File: src/rtl/fetch_queue_unit.sv
// Sequential instruction fetch with a 1-cycle-latency memory interface and a small
// decode-facing FIFO; redirects flush queued and in-flight work.
module fetch_queue_unit #(
  parameter int unsigned     XLEN        = 64,
  parameter int unsigned     ILEN        = 32,
  parameter int unsigned     QUEUE_DEPTH = 4,
  parameter logic [XLEN-1:0] RESET_PC    = '0
) (
  input  logic                           clk,
  input  logic                           reset,
  input  logic                           redirect_valid,
  input  logic [XLEN-1:0]                redirect_target,
  output logic                           imem_req,
  output logic [XLEN-1:0]                imem_addr,
  input  logic [ILEN-1:0]                imem_rdata,
  output logic                           out_valid,
  input  logic                           out_ready,
  output logic [XLEN-1:0]                out_pc,
  output logic [ILEN-1:0]                out_instr,
  output logic                           misaligned_err,
  output logic [$clog2(QUEUE_DEPTH):0]   queue_count
);

  localparam int unsigned PW = $clog2(QUEUE_DEPTH);
  localparam int unsigned CW = PW + 1;
  localparam int unsigned OW = CW + 1;
  localparam logic [OW-1:0] DEPTH_W = OW'(QUEUE_DEPTH);

  logic [XLEN-1:0] fetch_pc_q, fetch_pc_d;
  logic            inflight_q, inflight_d;
  logic [XLEN-1:0] inflight_pc_q, inflight_pc_d;
  logic [PW-1:0]   rd_ptr_q, rd_ptr_d, wr_ptr_q, wr_ptr_d;
  logic [CW-1:0]   count_q, count_d;
  logic            misaligned_q, misaligned_d;
  logic [OW-1:0]   occupancy;
  logic            push, pop;

  logic [XLEN-1:0] pc_mem_q    [QUEUE_DEPTH];
  logic [ILEN-1:0] instr_mem_q [QUEUE_DEPTH];

  // Credit covers queued entries plus the one response still in flight, so a push
  // can never meet a full queue; a same-cycle pop is deliberately not credited.
  always_comb begin
    occupancy = {1'b0, count_q} + {{CW{1'b0}}, inflight_q};
    imem_req  = !reset && !redirect_valid && (occupancy < DEPTH_W);
    push      = inflight_q && !redirect_valid && !reset;
    pop       = out_valid && out_ready && !redirect_valid;
  end

  // NOTE: every variable gets a default first so no path can infer a latch.
  always_comb begin
    fetch_pc_d    = fetch_pc_q;
    inflight_d    = 1'b0;
    inflight_pc_d = inflight_pc_q;
    rd_ptr_d      = rd_ptr_q;
    wr_ptr_d      = wr_ptr_q;
    count_d       = count_q;
    misaligned_d  = 1'b0;
    if (redirect_valid) begin
      fetch_pc_d   = {redirect_target[XLEN-1:2], 2'b00};
      rd_ptr_d     = '0;
      wr_ptr_d     = '0;
      count_d      = '0;
      misaligned_d = |redirect_target[1:0];
    end else begin
      if (imem_req) begin
        fetch_pc_d    = fetch_pc_q + XLEN'(4);
        inflight_d    = 1'b1;
        inflight_pc_d = fetch_pc_q;
      end
      if (push) wr_ptr_d = wr_ptr_q + PW'(1);
      if (pop)  rd_ptr_d = rd_ptr_q + PW'(1);
      case ({push, pop})
        2'b10:   count_d = count_q + CW'(1);
        2'b01:   count_d = count_q - CW'(1);
        default: count_d = count_q;
      endcase
    end
  end

  // NOTE: state registers use non-blocking assignments so all flops update together.
  always_ff @(posedge clk) begin
    if (reset) begin
      fetch_pc_q    <= RESET_PC;
      inflight_q    <= 1'b0;
      inflight_pc_q <= '0;
      rd_ptr_q      <= '0;
      wr_ptr_q      <= '0;
      count_q       <= '0;
      misaligned_q  <= 1'b0;
    end else begin
      fetch_pc_q    <= fetch_pc_d;
      inflight_q    <= inflight_d;
      inflight_pc_q <= inflight_pc_d;
      rd_ptr_q      <= rd_ptr_d;
      wr_ptr_q      <= wr_ptr_d;
      count_q       <= count_d;
      misaligned_q  <= misaligned_d;
    end
  end

  // NOTE: queue storage is not reset; count_q gates every read, so stale data never escapes.
  always_ff @(posedge clk) begin
    if (push) begin
      pc_mem_q[wr_ptr_q]    <= inflight_pc_q;
      instr_mem_q[wr_ptr_q] <= imem_rdata;
    end
  end

  always_comb begin
    imem_addr      = fetch_pc_q;
    out_valid      = (count_q != '0);
    out_pc         = out_valid ? pc_mem_q[rd_ptr_q]    : '0;
    out_instr      = out_valid ? instr_mem_q[rd_ptr_q] : '0;
    misaligned_err = misaligned_q;
    queue_count    = count_q;
  end

endmodule

File: config.mk
export PLATFORM = sky130hd
export DESIGN_NAME = fetch_queue_unit
export DESIGN_NICKNAME = d
export VERILOG_FILES = /design/src/rtl/fetch_queue_unit.sv
export SDC_FILE = /design/constraint.sdc
export NUM_CORES = 1
export LEC_CHECK = 0
export BUFFER_PORTS_ARGS = -buffer_cell sky130_fd_sc_hd__buf_2
export CAP_MARGIN = 15
export CORE_ASPECT_RATIO = 1.2
export CORE_UTILIZATION = 50
export CTS_CLUSTER_DIAMETER = 60
export DETAILED_ROUTE_END_ITERATION = 8
export GPL_TIMING_DRIVEN = 0
export PLACE_DENSITY = 0.7
export SLEW_MARGIN = 20
export SYNTH_ARGS = -nofsm -noshare
export SYNTH_HDL_FRONTEND = slang
export SYNTH_SLANG_ARGS = --single-unit
File: constraint.sdc
create_clock -name clk -period 4.3 [get_ports clk]
set_input_delay 0.645 -clock clk [delete_from_list [all_inputs] [get_ports clk]]
set_output_delay 0.645 -clock clk [all_outputs]
set_load 0.01 [all_outputs]
==> results of run 1 <==
[logic make-up (layout without fill, tap and decap cells)]
| logic type | Yosys count | after routing | share of synthesized area, % |
|---|---|---|---|
| mux | 106 | 106 | 10.7 |
| xor+xnor | 15 | 15 | 0.624 |
| compound gates | 189 | 189 | 5.59 |
| other cells | 1 | 4 | 0.0178 |
| flops | 511 | 511 | 66.5 |
| simple gates | 526 | 526 | 13.7 |
| buf+inv | 113 | 476 | 2.41 |
| fa+ha+maj | 7 | 7 | 0.452 |
[area by class of cell]
type	count	area share, %
inverters	17	0.262
multi-input cells	847	26.5
clock buffers	76	5.93
clock inverters	18	0.443
flip-flops and latches	511	56.3
plain buffers	96	1.78
well taps	546	2.75
repair buffers	269	6.05
[routing by layer]
metal	up-vias	track usage [%]	routed length, um
met5	-	0	0
met4	0	10.6	2090
met3	123	4.01	3700
met2	613	42.3	26600
met1	6786	34.3	22900
li1	6276	-	-
[cells in the mapped netlist, types with 8 or more instances]
library cell	instances
edfxtp_1	376
nand2_1	196
dfxtp_1	135
a21oi_1	99
and2_1	99
mux4_2	94
clkbuf_1	53
nor2_1	43
nand3_1	38
nand4_1	32
and3_1	22
or3_1	18
a31oi_1	17
buf_2	17
inv_1	16
nor3_1	16
or4_1	15
buf_1	14
o211ai_1	13
o311ai_0	12
nor4_1	10
mux2_2	9
xnor2_1	8
[metrics by stage]
step	setup TNS (ns)	setup slack, ns	power (uW)
detailed placement	0	0.629	5940
global placement	-650.34	-1.78	5930
finish	0	0.229	10000
CTS	0	0.253	10100
global route	0	0.108	10300
floorplan	0	0.547	5710
[sequential cells by signal, indices dropped and copies added, names as in the netlist, named ones only]
signal	count
inflight_q	1
imem_addr	62
queue_count	3
inflight_pc_q	62
instr_mem_q	128
wr_ptr_q	2
rd_ptr_q	2
misaligned_err	1
pc_mem_q	248
[power groups by stage]
stage	sequential (uW)	clock (uW)	combinational, uW
3_5_place_dp	5530	0	413
3_3_place_gp	5530	0	403
4_1_cts	5430	4260	415
6_report	5430	4180	420
2_1_floorplan	5510	0	191
5_1_grt	5430	4430	450
[worst max path at each step]
| stage | endpoint | cells past startpoint |
|---|---|---|
| 2_1_floorplan | instr_mem_q[0][0] | 3 |
| 3_3_place_gp | pc_mem_q[1][5] | 4 |
| 3_5_place_dp | imem_req | 7 |
| 4_1_cts | imem_req | 7 |
| 5_1_grt | imem_req | 7 |
| 6_report | imem_req | 7 |
==> results.md, run 1 <==
* Outcome: finished, final reports clean
* Ys async rst share at 0%
* Largest net degree at the start of global routing at 42
* Area Overhead vs Synth at 18.1%
* 1st-pass router iterations at 6
* Most frequent cells in the layout: edfxtp_1 (376), buf_2 (278), nand2_1 (196)
* Top_reg_cell synth: edfxtp_1
* Cells after Synth at between 1000 and 1500
* Share of the synthesized area in the top cell type at between 50% and 60%
* Synthesized flop and latch total at 511
* NumNets Final at about 1900
* Synth Cell Area at 21000 sq um
* Cts repair resizes at 0
* Core area at 41700 sq um
* YS warnings at 0
* H-tree depth at 2
* Worst path cell trace: buf_2 -> a31oi_1 -> nand2_1 -> inv_1 -> buf_2 -> buf_1 -> buf_2
* Final hold vios at 0
* Mapped Avg Cell Area at between 10 and 15 sq um
* Sequential cell area at 14000 sq um
* Hold Path Cell Cnt at 1
* Fill count at around 3300
* Die height at ~230 um
* Finished Core Util at between 50% and 60%
* R2r endpoint: imem_addr[43]
* Port-buffer cells at 261
* CTS tree: built
* Sequential power share at roughly 54%
* Post-synthesis sequential area ratio at between 60% and 70%
* Total Routing Usage GR at between 20% and 30%
* Std-Cell Rows at slightly above 80
* HP Class: in -> reg
* Vias in the first global route at around 14000
* Pwr/cell area at between 400 and 500 nW/um^2
* Clock root buffer: clkbuf_16
* Die area at 42900 sq um
* Global route overflow at 0
* Starting density of the core at 50.5%
* Final Routed Wirelength at 55.3 mm
* Worst R2R Start: inflight_q
* # IOs at 266
* CP Max Fanout at 10
* Arr. time, crit path at approximately 3.4 ns
* Footprint of the multi-input gates at 6580 sq um
* Slew headroom at 28.8%
* RSZ-0062 raised after global routing: false
* Clock Power Share at about two fifths
* Min-delay src: imem_rdata[0]
* Worst-Margin Slew at roughly 1.1 ns
* Initial antenna violation count at 0
* Reg-to-reg setup timing slack at roughly 1.3 ns
* Via Count at roughly 14000
* Final cell count without fillers at ~2400
* Maxcap violations at 0
* Longest Clk Path Bufs at 3
* Wire per inst at between 20 and 25 um
* Switching Power at between 2000 and 2500 uW
* CTS Buf Count at 50
* CP startpoint: inflight_q
* Wire length of the first global-routing pass at around 82 mm
* Number of synthesized flops with an enable pin at 376
* Critical Path RT at 3.65 ns
* Inst Count DP at 2286
* Max-slew violation count at 0
* Die width at roughly 190 um
* Most common cell after layout, fill and taps aside: edfxtp_1
* Routability cong. at about 0.91
* WHS Endpoint: instr_mem_q[3][0]
* Minimum clock period at around 4.1 ns
* Setup crit start kind: flop
* DR iter-0 viols at 1135
* Critical Path End Type: primary output
* Diodes inserted at 0
* Setup CP Type: reg -> out
* Yosys top cell by area: edfxtp_1
* Pint at 7850 uW
* Number of remaining DRC errors at 0
* Max stage delay on crit path at 0.69 ns
* DP HPWL at about 38 mm
* Clk_lat worst skew at 0.58 ns
* DP Area at around 23000 sq um
* Share of cells above drive strength 1 at 27.5%
* Finished Cell Area at approximately 25000 sq um
* Synth top area cells: edfxtp_1 (54%), dfxtp_1 (13%), mux4_2 (10%)
* Cell family with most CP delay: buffers and inverters
* Final setup skew at a little under 0.02 ns
* Critical path buffers and inverters at 5
* Gate power share at between 4 and 5%
* WHS at between 0.2 and 0.3 ns
* Cts hold-fix bufs at 0
* Final Cycle Share at between 90% and 100%
* Post-CTS Setup Bufs at 0
* Setup violators final at 0
* Clk sinks at 511
* Final ANT Viol Nets at 0
* Reg clk slew, reported paths at about 0.06 ns
* CP most frequent cell: buf_2
* Drt via density at 5.80
* Leak pwr at slightly above 0.009 uW
* Peak VDD IR at 0.000341 V
* Fmax at between 0.2 and 0.25 GHz
* Sw frac at 21.8%
* FF-to-FF path depth at 8
* Slowest stage cell, crit path: buf_1
* Netlist cell types at 71
Power figures use the tool's default switching activity.
==> run 2, diff against run 1 <==
Settings changed: PLACE_DENSITY 0.7 to default, PLACE_DENSITY_LB_ADDON from default to 0.3.
==> run 2 against run 1 <==
Net effect:
- critical path depth unchanged
- clock power increased by 2%
- non-clock buffer count is the same
- largest power group unchanged
- critical endpoint unchanged
==> results.md, run 2 (synthesis gave the netlist of run 1 again) <==
* Reg clk slew, reported paths at about 0.060 ns
* Fill count at between 3000 and 4000
* Number of flip-flops in the largest register at roughly 250
* CP most frequent cell: buf_2
* Final Routed Wirelength at between 50 and 60 mm
* RSZ-0062 raised after global routing: false
* Cts hold-fix bufs at 0
* Post-CTS Setup Bufs at 0
* Setup crit start kind: flop
* Max-slew violation count at 0
* NumNets Final at roughly 1900
* Diodes inserted at 0
* Slew headroom at around 30%
* DP Area at between 20000 and 25000 sq um
* Place WS at 0.745 ns
* Cts repair resizes at 0
* Final ANT Viol Nets at 0
* Clk sinks at a little over 500
* Largest net degree at the start of global routing at 44
* Final Cycle Share at a little over 90%
* Global route overflow at 0
* Die height at approximately 230 um
* Setup WS post-layout at between 0.2 and 0.3 ns
* Core area at 41700 sq um
* Starting density of the core at roughly 51%
* Cell family with most CP delay: buffers and inverters
* Most frequent cells in the layout: edfxtp_1 (376), buf_2 (278), nand2_1 (196)
* 1st-pass router iterations at 6
* Worst-Margin Slew at about 1.0 ns
* Drt via density at around 5.8
* DP HPWL at 38.2 mm
* Clock root buffer: clkbuf_16
* Longest Clk Path Bufs at 3
* Footprint of the multi-input gates at approximately 6600 sq um
* Minimum clock period at about 4 ns
* HP Class: in -> reg
* CP Max Fanout at 10
* Wire length of the first global-routing pass at between 80 and 90 mm
* H-tree depth at 2
* DR iter-0 viols at about 1100
* Final hold vios at 0
* Slowest stage cell, crit path: buf_1
* Final setup skew at 0.0174 ns
* Pwr/cell area at between 400 and 500 nW/um^2
* Critical Path RT at ~3.7 ns
* Sequential cell area at 14000 sq um
* Wire per inst at between 20 and 25 um
* Maxcap violations at 0
* Die width at about 190 um
* Share of cells above drive strength 1 at 27.9%
* Std-Cell Rows at 82
* Fmax at between 0.2 and 0.25 GHz
* # IOs at between 200 and 300
* Max stage delay on crit path at approximately 0.66 ns
* Port-buffer cells at ~260
* Routability cong. at slightly above 0.9
* Critical path buffers and inverters at 5
* Outcome: finished, final reports clean
* Vias in the first global route at roughly 14000
* WHS at roughly 0.3 ns
* Number of remaining DRC errors at 0
* Setup violators final at 0
* Leak pwr at ~0.0091 uW
* Biggest register: pc_mem_q
* Area Overhead vs Synth at 18.2%
* Arr. time, crit path at 3.36 ns
* Critical Path End Type: primary output
* Finished Cell Area at between 20000 and 25000 sq um
* CTS tree: built
* CTS Buf Count at 50
* Via Count at between 10000 and 15000
* Worst path cell trace: buf_2 -> a31oi_1 -> nand2_1 -> inv_1 -> buf_2 -> buf_1 -> buf_2
* Initial antenna violation count at 1
* Die area at approximately 43000 sq um
* Regs by FF count: pc_mem_q x248, instr_mem_q x128
* Clk_lat worst skew at between 0.5 and 0.6 ns
* Total Routing Usage GR at around a quarter
* Finished Core Util at between 50% and 60%
* Most common cell after layout, fill and taps aside: edfxtp_1
* Peak VDD IR at roughly 0.0003 V
* Setup CP Type: reg -> out
run 2: changes by cell type in the layout (fill, tap and decap cells not counted):
cell        change
clkbuf_1       -10
clkinvlp_4      +4
bufinv_16       +3
clkbuf_8        -3
clkinv_2        +3
buf_12          +2
buf_16          -2
clkbuf_16       -2
inv_8           +2
inv_6           +1
run 2: path summary, 6_finish.rpt:
| path | slack, ns | endpoint | depth (start not counted) | start |
|---|---|---|---|---|
| max reg2reg | 1.32 | imem_addr[62] | 6 | imem_addr[2] |
| max | 0.29 | imem_req | 7 | inflight_q |
| min reg2reg | 0.50 | inflight_pc_q[50] | 2 | inflight_pc_q[50] |
| min | 0.29 | misaligned_err | 2 | redirect_target[1] |
run 2: metal layers:
layer	track usage, %	routed length, um	up-vias
li1	-	-	6273
met1	33.6	22000	6836
met2	42.1	26800	614
met3	4.30	4030	120
met4	10.9	2170	0
met5	0	0	-
run 2: layout make-up:
| class | count | share of cell area, % |
|---|---|---|
| multi-input combinational | 847 | 26.5 |
| sequential | 511 | 56.3 |
| inverter | 17 | 0.262 |
| buffer | 96 | 1.78 |
| clock buffer | 61 | 5.40 |
| tap | 546 | 2.75 |
| timing repair buffer | 269 | 5.99 |
| clock inverter | 31 | 1.11 |
run 2: power by group:
part	internal, uW	switching, uW
clock	2430	1840
combinational	149	267
sequential	5330	100
total	7910	2210
run 2: metrics by stage:
stage	total power, uW	setup TNS, ns	cells
after detailed placement	5940	0	2286
after CTS	10200	0	2378
after floorplan	5710	0	1471
final	10100	0	2378
after global routing	10400	0	2378
after global placement	5930	-644.31	2278
==> run 3, diff against run 2 <==
Settings changed: ABC_CLOCK_PERIOD_IN_PS from default to 4300, CELL_PAD_IN_SITES_DETAIL_PLACEMENT from default to 1, CELL_PAD_IN_SITES_GLOBAL_PLACEMENT from default to 2, CORE_UTILIZATION 50 to 41, CTS_CLUSTER_SIZE from default to 24.
==> run 3 against run 2 <==
Net effect:
- non-clock buffer count did not move
- register-to-register slack got worse by 0.29 ns
- worst hold slack worse by 0.027 ns
- critical path depth unchanged
- sequential cell count unchanged
- highest routed layer unchanged
==> results.md, run 3 (synthesis gave the netlist of run 1 again) <==
* Outcome: finished, final reports clean
* Setup violators final at 0
* Leak pwr at 0.00889 uW
* Setup CP Type: reg -> out
* Longest Clk Path Bufs at 3
* Reg clk slew, reported paths at roughly 0.09 ns
* Die width at roughly 210 um
* Std-Cell Rows at 90
* Cts repair resizes at 0
* Post-CTS Setup Bufs at 0
* Cts hold-fix bufs at 0
* Worst-Margin Slew at between 1 and 1.5 ns
* Final Total Pwr at 9390 uW
* RSZ-0062 raised after global routing: false
* Core area at roughly 50000 sq um
* Area Overhead vs Synth at 16.7%
* CP most frequent cell: buf_2
* H-tree depth at 2
* # IOs at between 200 and 300
* Port-buffer cells at between 200 and 300
* Wire length of the first global-routing pass at ~90 mm
* Via Count at between 10000 and 15000
* Critical path buffers and inverters at 5
* DP Area at 23400 sq um
* Share of cells above drive strength 1 at around 27%
* DP HPWL at ~43 mm
* HP Class: in -> reg
* Final Routed Wirelength at 60.4 mm
* DR iter-0 viols at between 900 and 1000
* Cell family with most CP delay: buffers and inverters
* Finished Cell Area at approximately 25000 sq um
* Setup crit start kind: flop
* Most common cell after layout, fill and taps aside: edfxtp_1
* Peak VDD IR at roughly 0.00021 V
* CTS Buf Count at 36
* Routability cong. at roughly 0.86
* Number of remaining DRC errors at 0
* Global route overflow at 0
* Regs by FF count: pc_mem_q x248, instr_mem_q x128
* Inst Count DP at approximately 2400
* Fmax at ~0.24 GHz
* CP Max Fanout at 10
* Pwr/cell area at about 380 nW/um^2
* Final cell count without fillers at approximately 2400
* Initial antenna violation count at 1
* Final hold vios at 0
* Max-slew violation count at 0
* CTS tree: built
* Starting density of the core at approximately two fifths
* 1st-pass router iterations at 5
* Vias in the first global route at 14200
* Slowest stage cell, crit path: buf_1
* NumNets Final at 1885
* Final ANT Viol Nets at 0
* Die height at 250 um
* Clock root buffer: clkbuf_16
* Critical Path RT at 3.65 ns
* Worst path cell trace: buf_2 -> a31oi_1 -> nand2_1 -> inv_1 -> buf_2 -> buf_1 -> buf_2
* Most frequent cells in the layout: edfxtp_1 (376), buf_2 (278), nand2_1 (196)
* Total Routing Usage GR at 23.3%
* Drt via density at around 5.6
* Minimum clock period at 4.11 ns
* Slew headroom at a little under 30%
* Maxcap violations at 0
* Arr. time, crit path at ~3.5 ns
* Die area at about 52000 sq um
* Final setup skew at about 0.034 ns
* Clk_lat worst skew at 0.58 ns
* Wire per inst at ~25 um
* Final Cycle Share at roughly 96%
* Clk sinks at between 500 and 600
* Max stage delay on crit path at approximately 0.67 ns
* Biggest register: pc_mem_q
* Number of flip-flops in the largest register at 248
* Critical Path End Type: primary output
* Largest net degree at the start of global routing at 42
[run 3: cell count changes in the layout (fill, tap and decap cells not counted), moves of 2 or more]
cell and change:
inv_8 -2, clkinv_4 -4, clkbuf_8 -2, clkinv_8 +3, inv_4 +2, clkinvlp_4 -6, inv_6 +4, clkinv_2 -7
inv_12 +4, bufinv_16 -3, clkbuf_16 -14, clkinv_1 -5
[run 3: path summary, 6_finish.rpt]
check	depth (start not counted)	slack, ns	endpoint	startpoint
worst max register to register	8	1.03	imem_addr[43]	inflight_q
worst min-delay path	2	0.27	misaligned_err	redirect_target[0]
worst max-delay path	7	0.19	imem_req	inflight_q
worst min register to register	2	0.50	inflight_pc_q[57]	inflight_pc_q[57]
[run 3: per-stage QoR]
stage | setup TNS [ns] | hold WS, ns | utilization (%) | setup slack (ns)
2_1_floorplan | 0 | 0.460 | - | 0.547
3_3_place_gp | -641.64 | 0.469 | 45.9 | -1.73
3_5_place_dp | 0 | 0.490 | 46.3 | 0.722
4_1_cts | 0 | 0.238 | 48.7 | 0.164
5_1_grt | 0 | 0.254 | 48.7 | 0.0559
6_report | 0 | 0.266 | 48.7 | 0.189
[run 3: area by class of cell]
cell class / count / area (sq um)
flip-flops and latches: 511 / 14000
diodes: 1 / 2.50
repair buffers: 269 / 1500
well taps: 644 / 806
clock buffers: 46 / 971
multi-input cells: 847 / 6580
plain buffers: 96 / 443
clock inverters: 18 / 211
inverters: 17 / 65.1
fillers: 5139 / 25900
[run 3: power by group]
group	switching (uW)	internal [uW]	total, uW
clock network	1830	1700	3540
registers	101	5320	5420
logic	280	149	429
total	2220	7180	9390
[run 3: routing by layer]
| layer | part of all wire [%] | up-vias | global-route usage (%) |
|---|---|---|---|
| met2 | 49 | 392 | 39.1 |
| met1 | 42 | 6981 | 29.8 |
| met4 | 3.7 | 0 | 8.97 |
| met3 | 5.1 | 100 | 4.43 |
| li1 | - | 6251 | - |
| met5 | 0 | - | 0 |
